`src/rtl/warp_xdiv_pkg.sv`:
```
// Shared definitions for the xdiv execution unit: pipeline code, datapath width,
// control-field layout and FSM state encoding.
package warp_xdiv_pkg;

  localparam int XDIV_XLEN      = 64;
  localparam int XDIV_LOG2_XLEN = 6;

  // Issue-stage pipeline code that routes an instruction to this unit
  localparam logic [3:0] PIPE_XDIV = 4'd6;

  // Bit positions of the xdiv control field carried with a dispatched op
  localparam int XDIV_CTRL_UNSIGNED = 0;
  localparam int XDIV_CTRL_WORD     = 1;
  localparam int XDIV_CTRL_REM      = 2;
  localparam int XDIV_CTRL_W        = 3;

  typedef struct packed {
    logic rem;
    logic word;
    logic is_unsigned;
  } xdiv_ctrl_t;

  typedef enum logic [1:0] {
    IDLE,
    CALC,
    DONE
  } xdiv_state_e;

endpackage

```
`src/rtl/warp_xdiv_if.sv`:
```
// Dispatch and writeback handshake bundle between issue/writeback and the xdiv unit.
// Signal names keep the unit-side i_/o_ direction prefixes.
interface warp_xdiv_if #(
  parameter int XLEN = warp_xdiv_pkg::XDIV_XLEN
);

  logic            i_valid;
  logic            o_ready;
  logic [XLEN-1:0] i_op1;
  logic [XLEN-1:0] i_op2;
  logic            i_unsigned;
  logic            i_word;
  logic            i_rem;
  logic [4:0]      i_rd;
  logic [31:0]     i_mask;

  logic            o_wb_valid;
  logic            i_wb_ready;
  logic [4:0]      o_wb_rd;
  logic [XLEN-1:0] o_wb_data;
  logic [31:0]     o_retire;

  modport master (
    output i_valid, i_op1, i_op2, i_unsigned, i_word, i_rem, i_rd, i_mask, i_wb_ready,
    input  o_ready, o_wb_valid, o_wb_rd, o_wb_data, o_retire
  );

  modport slave (
    input  i_valid, i_op1, i_op2, i_unsigned, i_word, i_rem, i_rd, i_mask, i_wb_ready,
    output o_ready, o_wb_valid, o_wb_rd, o_wb_data, o_retire
  );

endinterface

```
`src/rtl/warp_xdiv_step.sv`:
```
// One radix-2 restoring division iteration on magnitudes; purely combinational
// so the top can instantiate it once per cycle or unroll it later.
module warp_xdiv_step #(
  parameter int XLEN = warp_xdiv_pkg::XDIV_XLEN
) (
  input  logic [XLEN-1:0] i_rem,
  input  logic [XLEN-1:0] i_quot,
  input  logic [XLEN-1:0] i_dsor,
  output logic [XLEN-1:0] o_rem,
  output logic [XLEN-1:0] o_quot
);

  logic [XLEN:0]   shifted;
  logic [XLEN+1:0] diff;
  logic            borrow;
  logic            unused_hi;

  // rem < divisor on entry, so a restored shifted value always fits in XLEN bits
  always_comb begin
    shifted = {i_rem, i_quot[XLEN-1]};
    diff    = {1'b0, shifted} - {2'b00, i_dsor};
    borrow  = diff[XLEN+1];
    o_rem   = borrow ? shifted[XLEN-1:0] : diff[XLEN-1:0];
    o_quot  = {i_quot[XLEN-2:0], ~borrow};
  end

  assign unused_hi = ^{shifted[XLEN], diff[XLEN]};

endmodule

```
`src/rtl/warp_xdiv.sv`:
```
// Iterative integer divide/remainder unit: accepts one op from issue, runs N
// restoring steps, and returns the result plus reservation mask to writeback.
module warp_xdiv
  import warp_xdiv_pkg::*;
#(
  parameter int XLEN      = XDIV_XLEN,
  parameter int LOG2_XLEN = XDIV_LOG2_XLEN
) (
  input  logic       i_clk,
  input  logic       i_rst_n,
  warp_xdiv_if.slave xif
);

  localparam logic [XLEN-1:0]      MIN_XLEN = {1'b1, {(XLEN-1){1'b0}}};
  localparam logic [XLEN-1:0]      MIN_WORD = {{(XLEN-31){1'b1}}, 31'd0};
  localparam logic [LOG2_XLEN-1:0] CNT_XLEN = LOG2_XLEN'(XLEN-1);
  localparam logic [LOG2_XLEN-1:0] CNT_WORD = LOG2_XLEN'(31);

  function automatic logic [XLEN-1:0] fit(input logic word, input logic [XLEN-1:0] v);
    return word ? {{(XLEN-32){v[31]}}, v[31:0]} : v;
  endfunction

  xdiv_state_e           state_q, state_d;
  logic                  ready_q, ready_d;
  logic                  wb_valid_q, wb_valid_d;
  logic [XLEN-1:0]       wb_data_q, wb_data_d;
  logic [4:0]            wb_rd_q, wb_rd_d;
  logic [31:0]           mask_q, mask_d;
  xdiv_ctrl_t            ctrl_q, ctrl_d;
  logic                  neg_quot_q, neg_quot_d;
  logic                  neg_rem_q, neg_rem_d;
  logic [LOG2_XLEN-1:0]  cnt_q, cnt_d;
  logic [XLEN-1:0]       prem_q, prem_d;
  logic [XLEN-1:0]       quot_q, quot_d;
  logic [XLEN-1:0]       dsor_q, dsor_d;

  logic                  is_signed, a_neg, b_neg, div_zero, overflow;
  logic [XLEN-1:0]       a_eff, b_eff, a_abs, b_abs, special_res;
  logic [XLEN-1:0]       step_rem, step_quot, fin_rem, fin_quot;

  // Operands extended to the effective width, then split into sign and magnitude
  always_comb begin
    is_signed = !xif.i_unsigned;
    if (xif.i_word) begin
      a_eff = {{(XLEN-32){is_signed & xif.i_op1[31]}}, xif.i_op1[31:0]};
      b_eff = {{(XLEN-32){is_signed & xif.i_op2[31]}}, xif.i_op2[31:0]};
    end else begin
      a_eff = xif.i_op1;
      b_eff = xif.i_op2;
    end
    a_neg    = is_signed & a_eff[XLEN-1];
    b_neg    = is_signed & b_eff[XLEN-1];
    a_abs    = a_neg ? -a_eff : a_eff;
    b_abs    = b_neg ? -b_eff : b_eff;
    div_zero = (b_eff == '0);
    overflow = is_signed && (a_eff == (xif.i_word ? MIN_WORD : MIN_XLEN)) && (b_eff == '1);
    if (div_zero) special_res = xif.i_rem ? a_eff : '1;
    else          special_res = xif.i_rem ? '0 : a_eff;
  end

  warp_xdiv_step #(.XLEN(XLEN)) u_step (
    .i_rem  (prem_q),
    .i_quot (quot_q),
    .i_dsor (dsor_q),
    .o_rem  (step_rem),
    .o_quot (step_quot)
  );

  assign fin_quot = neg_quot_q ? -step_quot : step_quot;
  assign fin_rem  = neg_rem_q  ? -step_rem  : step_rem;

  // NOTE: every _d gets its hold value first so no path through the case leaves it unassigned (no latch).
  always_comb begin
    state_d    = state_q;
    ready_d    = ready_q;
    wb_valid_d = wb_valid_q;
    wb_data_d  = wb_data_q;
    wb_rd_d    = wb_rd_q;
    mask_d     = mask_q;
    ctrl_d     = ctrl_q;
    neg_quot_d = neg_quot_q;
    neg_rem_d  = neg_rem_q;
    cnt_d      = cnt_q;
    prem_d     = prem_q;
    quot_d     = quot_q;
    dsor_d     = dsor_q;
    case (state_q)
      IDLE: begin
        if (xif.i_valid && ready_q) begin
          ready_d = 1'b0;
          wb_rd_d = xif.i_rd;
          mask_d  = xif.i_mask;
          ctrl_d  = '{rem: xif.i_rem, word: xif.i_word, is_unsigned: xif.i_unsigned};
          if (div_zero || overflow) begin
            wb_data_d  = fit(xif.i_word, special_res);
            wb_valid_d = 1'b1;
            state_d    = DONE;
          end else begin
            // Word dividends start in the top half so 32 shifts consume them exactly
            prem_d     = '0;
            quot_d     = xif.i_word ? {a_abs[31:0], {(XLEN-32){1'b0}}} : a_abs;
            dsor_d     = b_abs;
            cnt_d      = xif.i_word ? CNT_WORD : CNT_XLEN;
            neg_quot_d = a_neg ^ b_neg;
            neg_rem_d  = a_neg;
            state_d    = CALC;
          end
        end
      end
      CALC: begin
        prem_d = step_rem;
        quot_d = step_quot;
        if (cnt_q == '0) begin
          wb_data_d  = fit(ctrl_q.word, ctrl_q.rem ? fin_rem : fin_quot);
          wb_valid_d = 1'b1;
          state_d    = DONE;
        end else begin
          cnt_d = cnt_q - LOG2_XLEN'(1);
        end
      end
      DONE: begin
        if (xif.i_wb_ready) begin
          wb_valid_d = 1'b0;
          ready_d    = 1'b1;
          state_d    = IDLE;
        end
      end
      default: state_d = IDLE;
    endcase
  end

  // NOTE: state registers use non-blocking assignments so every flop samples pre-edge values.
  always_ff @(posedge i_clk or negedge i_rst_n) begin
    if (!i_rst_n) begin
      state_q    <= IDLE;
      ready_q    <= 1'b1;
      wb_valid_q <= 1'b0;
      wb_data_q  <= '0;
      wb_rd_q    <= '0;
      mask_q     <= '0;
      ctrl_q     <= '0;
      neg_quot_q <= 1'b0;
      neg_rem_q  <= 1'b0;
      cnt_q      <= '0;
      prem_q     <= '0;
      quot_q     <= '0;
      dsor_q     <= '0;
    end else begin
      state_q    <= state_d;
      ready_q    <= ready_d;
      wb_valid_q <= wb_valid_d;
      wb_data_q  <= wb_data_d;
      wb_rd_q    <= wb_rd_d;
      mask_q     <= mask_d;
      ctrl_q     <= ctrl_d;
      neg_quot_q <= neg_quot_d;
      neg_rem_q  <= neg_rem_d;
      cnt_q      <= cnt_d;
      prem_q     <= prem_d;
      quot_q     <= quot_d;
      dsor_q     <= dsor_d;
    end
  end

  assign xif.o_ready    = ready_q;
  assign xif.o_wb_valid = wb_valid_q;
  assign xif.o_wb_rd    = wb_rd_q;
  assign xif.o_wb_data  = wb_data_q;
  assign xif.o_retire   = (wb_valid_q && xif.i_wb_ready) ? mask_q : '0;

endmodule

```
`src/flat_wrapper.sv`:
```
// flat-port wrapper written by rule: the top's interface ports become plain ports
module warp_xdiv_flat import warp_xdiv_pkg::*;
#(
  parameter int XLEN      = XDIV_XLEN,
  parameter int LOG2_XLEN = XDIV_LOG2_XLEN
)
  (i_clk, i_rst_n, xif_i_valid, xif_i_op1, xif_i_op2, xif_i_unsigned, xif_i_word, xif_i_rem, xif_i_rd, xif_i_mask, xif_i_wb_ready, xif_o_ready, xif_o_wb_valid, xif_o_wb_rd, xif_o_wb_data, xif_o_retire);
  warp_xdiv_if #(.XLEN(XLEN)) xif_i ();
  input  logic i_clk;
  input  logic i_rst_n;
  input wire logic [$bits(xif_i.i_valid)-1:0] xif_i_valid;
  input wire logic [$bits(xif_i.i_op1)-1:0] xif_i_op1;
  input wire logic [$bits(xif_i.i_op2)-1:0] xif_i_op2;
  input wire logic [$bits(xif_i.i_unsigned)-1:0] xif_i_unsigned;
  input wire logic [$bits(xif_i.i_word)-1:0] xif_i_word;
  input wire logic [$bits(xif_i.i_rem)-1:0] xif_i_rem;
  input wire logic [$bits(xif_i.i_rd)-1:0] xif_i_rd;
  input wire logic [$bits(xif_i.i_mask)-1:0] xif_i_mask;
  input wire logic [$bits(xif_i.i_wb_ready)-1:0] xif_i_wb_ready;
  output wire logic [$bits(xif_i.o_ready)-1:0] xif_o_ready;
  output wire logic [$bits(xif_i.o_wb_valid)-1:0] xif_o_wb_valid;
  output wire logic [$bits(xif_i.o_wb_rd)-1:0] xif_o_wb_rd;
  output wire logic [$bits(xif_i.o_wb_data)-1:0] xif_o_wb_data;
  output wire logic [$bits(xif_i.o_retire)-1:0] xif_o_retire;
  assign xif_i.i_valid = xif_i_valid;
  assign xif_i.i_op1 = xif_i_op1;
  assign xif_i.i_op2 = xif_i_op2;
  assign xif_i.i_unsigned = xif_i_unsigned;
  assign xif_i.i_word = xif_i_word;
  assign xif_i.i_rem = xif_i_rem;
  assign xif_i.i_rd = xif_i_rd;
  assign xif_i.i_mask = xif_i_mask;
  assign xif_i.i_wb_ready = xif_i_wb_ready;
  assign xif_o_ready = xif_i.o_ready;
  assign xif_o_wb_valid = xif_i.o_wb_valid;
  assign xif_o_wb_rd = xif_i.o_wb_rd;
  assign xif_o_wb_data = xif_i.o_wb_data;
  assign xif_o_retire = xif_i.o_retire;
  warp_xdiv #(.XLEN(XLEN), .LOG2_XLEN(LOG2_XLEN)) u_core (.i_clk(i_clk), .i_rst_n(i_rst_n), .xif(xif_i));
endmodule
```
`config.mk`:
```
export PLATFORM = sky130hd
export DESIGN_NAME = warp_xdiv_flat
export DESIGN_NICKNAME = d
export VERILOG_FILES = /design/src/rtl/warp_xdiv_pkg.sv /design/src/rtl/warp_xdiv_if.sv /design/src/rtl/warp_xdiv_step.sv /design/src/rtl/warp_xdiv.sv /design/src/flat_wrapper.sv
export SDC_FILE = /design/constraint.sdc
export NUM_CORES = 1
export LEC_CHECK = 0
export CORE_MARGIN = 2
export CORE_UTILIZATION = 50
export DETAILED_ROUTE_END_ITERATION = 6
export GPL_TIMING_DRIVEN = 0
export MAX_ROUTING_LAYER = met4
export PLACE_DENSITY = 0.72
export SYNTH_ARGS = -nofsm -noshare
export SYNTH_HDL_FRONTEND = slang
export SYNTH_SLANG_ARGS = --single-unit
```
`constraint.sdc`:
```
create_clock -name i_clk -period 9.8 [get_ports i_clk]
set_input_delay 1.96 -clock i_clk [delete_from_list [all_inputs] [get_ports i_clk]]
set_output_delay 1.96 -clock i_clk [all_outputs]
set_load 0.01 [all_outputs]
```
==> out/metrics.cfg <==
[sta]
holdWs_ns = 0.4781
finalHoldViolCount = 0
maxClockFrequency_mhz = 106.3
period_share = 0.9601
max_slew.worst_pin.slew_ns = 1.374
min_period_ns = 9.409
setup_tns_ns = 0
slew_headroom = 0.07596
finalMaxSlewViolations = 0
skew_ns = 0.03313
rsz0062_at_grt = no
setup_viol = 0
finalWorstSetupSlack_ns = 0.3912

[worst_setup_path]
ff2ff_setup_slack_ns = 0.39
start_kind = flop
r2r-end = u_core.xif.o_wb_data[48]
crit_end = u_core.xif.o_wb_data[48]
worstSetupStartpoint = u_core.prem_q[27]
crit_required_ns = 10.23
endpoint_kind = flop
regToRegStartpoint = u_core.prem_q[27]
critPathMaxFanout = 10
reg2regPathDepth = 25
crit_type = flop to flop
critical_path_arrival_ns = 9.84

[floorplanning]
fp.dieW_um = 235.9
initial_utilization = 0.5028
die_h_um = 235.9
num_io_pins = 275
coreArea_sq_um = 53500
rows = 85
dieArea_sq_um = 55670

[pwr]
power_density_nw_per_um2 = 444.1
p_sw_frac = 0.5863
p_sw_mw = 8.285
clock_power_share = 0.105
peakVddDrop_v = 0.0002310
pwr-share-comb = 0.715
pwr-share-seq = 0.180
intPower_mw = 5.846
p_leak_nw = 12.86

[drt]
drt-initial-drc-count = 4711
routedWlPerCell_um = 29.64
remaining_drc_errors = 0
ant_nets = 0
vias = 31340
vias_per_cell = 6.845
drt_pass1_iterations = 7
wl_um = 135700

[global_route]
antenna_found_initial = 4
grt.overflow.total = 0
grt_max_degree = 116
grt_pass1_wl_um = 194900
gr-usage-all-layers = 0.4858
grt_pass1_vias = 28800

[synthesis]
synth_common_cells = nand2_1, o21ai_0, a21oi_1
ys.flop_type = dfrtp_1
synth.most_common_cell = nand2_1
yosysTopAreaCellShare = 0.2847
yosys-top-cells-area = dfrtp_1, o21ai_0, a21oi_1, nand2_1, xnor2_1
yosysSeqAreaShare = 0.2857
yosysUniqueCellTypes = 94
synth_edf_count = 0
netlist_area_sq_um = 26900
synth_nets = 3786
yosysTopAreaCell = dfrtp_1
synth-seq-cells = 307
synthCells = 3542
yosysWarnings = 0
synth_area_per_cell_sq_um = 7.594
synthArstFlopShare = 1.000

[final_layout]
register_area_sq_um = 7684
postLayoutCoreUtil = 0.5947
areaGrowthSynthToFinish_pct = 18.29
fill_cells = 5134
nets = 4098
drive_above_1_share = 0.03996
fin_cells = 4579
multiInputGateArea_sq_um = 17810

[status]
outcome = complete, no violations

[cts]
cts-root-buf = clkbuf_16
post-cts-setup-buffers = 0
ctsResizeCount = 0
clock-sinks = 307
postCtsHoldBufs = 0
cts_tree = built
clk_latency_ns = 0.58
numCtsBuffers = 38
ctsHtreeMaxLevel = 2
cts_buffer_depth = 3
clkTransAtPathRegs_ns = 0.06

[place]
io_buffers = 269
place_ws_ns = 0.8973
dpl.cell_count = 4510
routabilityCongestion = 1.101
dpl.hpwl_um = 109000

[worst_hold_path]
hp-start = u_core.xif.o_wb_data[25]
hold_path.class = flop to flop

[flow_run]
maxCapViolCount = 0

[critical path, cell delays in order, from the launching register on]
cell	delay (ns)
dfrtp_1	0.52
ha_1	0.29
clkbuf_1	0.24
a21oi_1	0.28
o21ai_0	0.25
a221o_1	0.50
nor3b_1	0.23
a21boi_2	0.63
o21ai_2	0.23
inv_2	0.26
buf_2	0.36
buf_1	0.71
buf_1	0.67
clkbuf_1	0.65
ha_1	0.38
nand2b_1	0.22
or3_1	0.46
or2_2	0.30
clkbuf_1	0.19
nand2b_1	0.30
o21ai_0	0.56
nand2_1	0.14
xnor2_1	0.27
o22ai_1	0.14
a22oi_1	0.33
a21oi_1	0.12
[cell usage in the layout (no fill, tap or decap), types with 71 or more instances in the layout]
master and instances:
nor3_1 99, ha_1 71, clkdlybuf4s50_1 268, clkbuf_1 218, nand2_1 397, inv_1 121
o21ai_0 363, dfrtp_1 306, xor2_1 118, o31ai_1 76, nor2_1 296, a21oi_1 342
xnor2_1 132
[area by class of cell]
class	instances	area share
repair buffers	272	0.08738
plain buffers	242	0.02957
clock buffers	52	0.03347
clock inverters	13	0.006056
well taps	696	0.02737
diodes	4	0.0003146
multi-input cells	2870	0.5598
flip-flops and latches	307	0.2415
inverters	123	0.01451
[power groups by stage]
stage          clock, mW  sequential, mW  combinational, mW
4_1_cts             1.48            2.49               9.52
6_report            1.48            2.55               10.1
5_1_grt             1.52            2.57               10.5
2_1_floorplan          0            2.28               5.86
3_5_place_dp           0            2.50               9.46
3_3_place_gp           0            2.50               9.44
[metal layers]
layer / share of wire / vias to the layer above / track usage / wire length (um)
li1: - / 13640 / - / -
met1: 0.39 / 14990 / 0.6272 / 53330
met2: 0.41 / 2335 / 0.6722 / 55210
met3: 0.15 / 379 / 0.1956 / 20700
met4: 0.048 / 0 / 0.1959 / 6491
met5: 0 / - / - / 0
[flip-flops by register name, indices dropped and copies added, names as in the netlist]
register / count
u_core.xif.o_wb_rd: 5
u_core.quot_q: 64
u_core.xif.o_wb_data: 64
u_core.mask_q: 32
u_core.neg_rem_q: 1
u_core.prem_q: 64
u_core.cnt_q: 6
u_core.state_q: 2
u_core.ctrl_q: 2
u_core.dsor_q: 64
u_core.xif.o_wb_valid: 1
u_core.neg_quot_q: 1
u_core.xif.o_ready: 1
[worst min-delay path by stage]
| stage | end | cells after the start | slack, ns |
|---|---|---|---|
| floorplan | u_core.dsor_q[43] | 2 | 0.45 |
| global placement | u_core.dsor_q[34] | 2 | 0.46 |
| detailed placement | u_core.xif.o_wb_data[25] | 2 | 0.47 |
| CTS | u_core.xif.o_wb_data[25] | 2 | 0.48 |
| global route | u_core.xif.o_wb_data[10] | 2 | 0.50 |
| finish | u_core.xif.o_wb_data[25] | 2 | 0.48 |
[logic make-up after synthesis]
| logic type | Yosys count | share of synthesized area |
|---|---|---|
| buf+inv | 365 | 0.05215 |
| fa+ha+maj | 73 | 0.03414 |
| flops | 307 | 0.2857 |
| xor+xnor | 250 | 0.08141 |
| mux | 99 | 0.03889 |
| simple gates | 1229 | 0.2219 |
| compound gates | 1219 | 0.2859 |
[stage by stage]
stage | cell area [sq um] | total power [mW]
after floorplan | 26900 | 8.143
after global placement | 30460 | 11.93
after detailed placement | 30550 | 11.97
after CTS | 31810 | 13.49
after global routing | 31820 | 14.55
final | 31820 | 14.13
No activity file was read; power rests on OpenSTA's default activity.
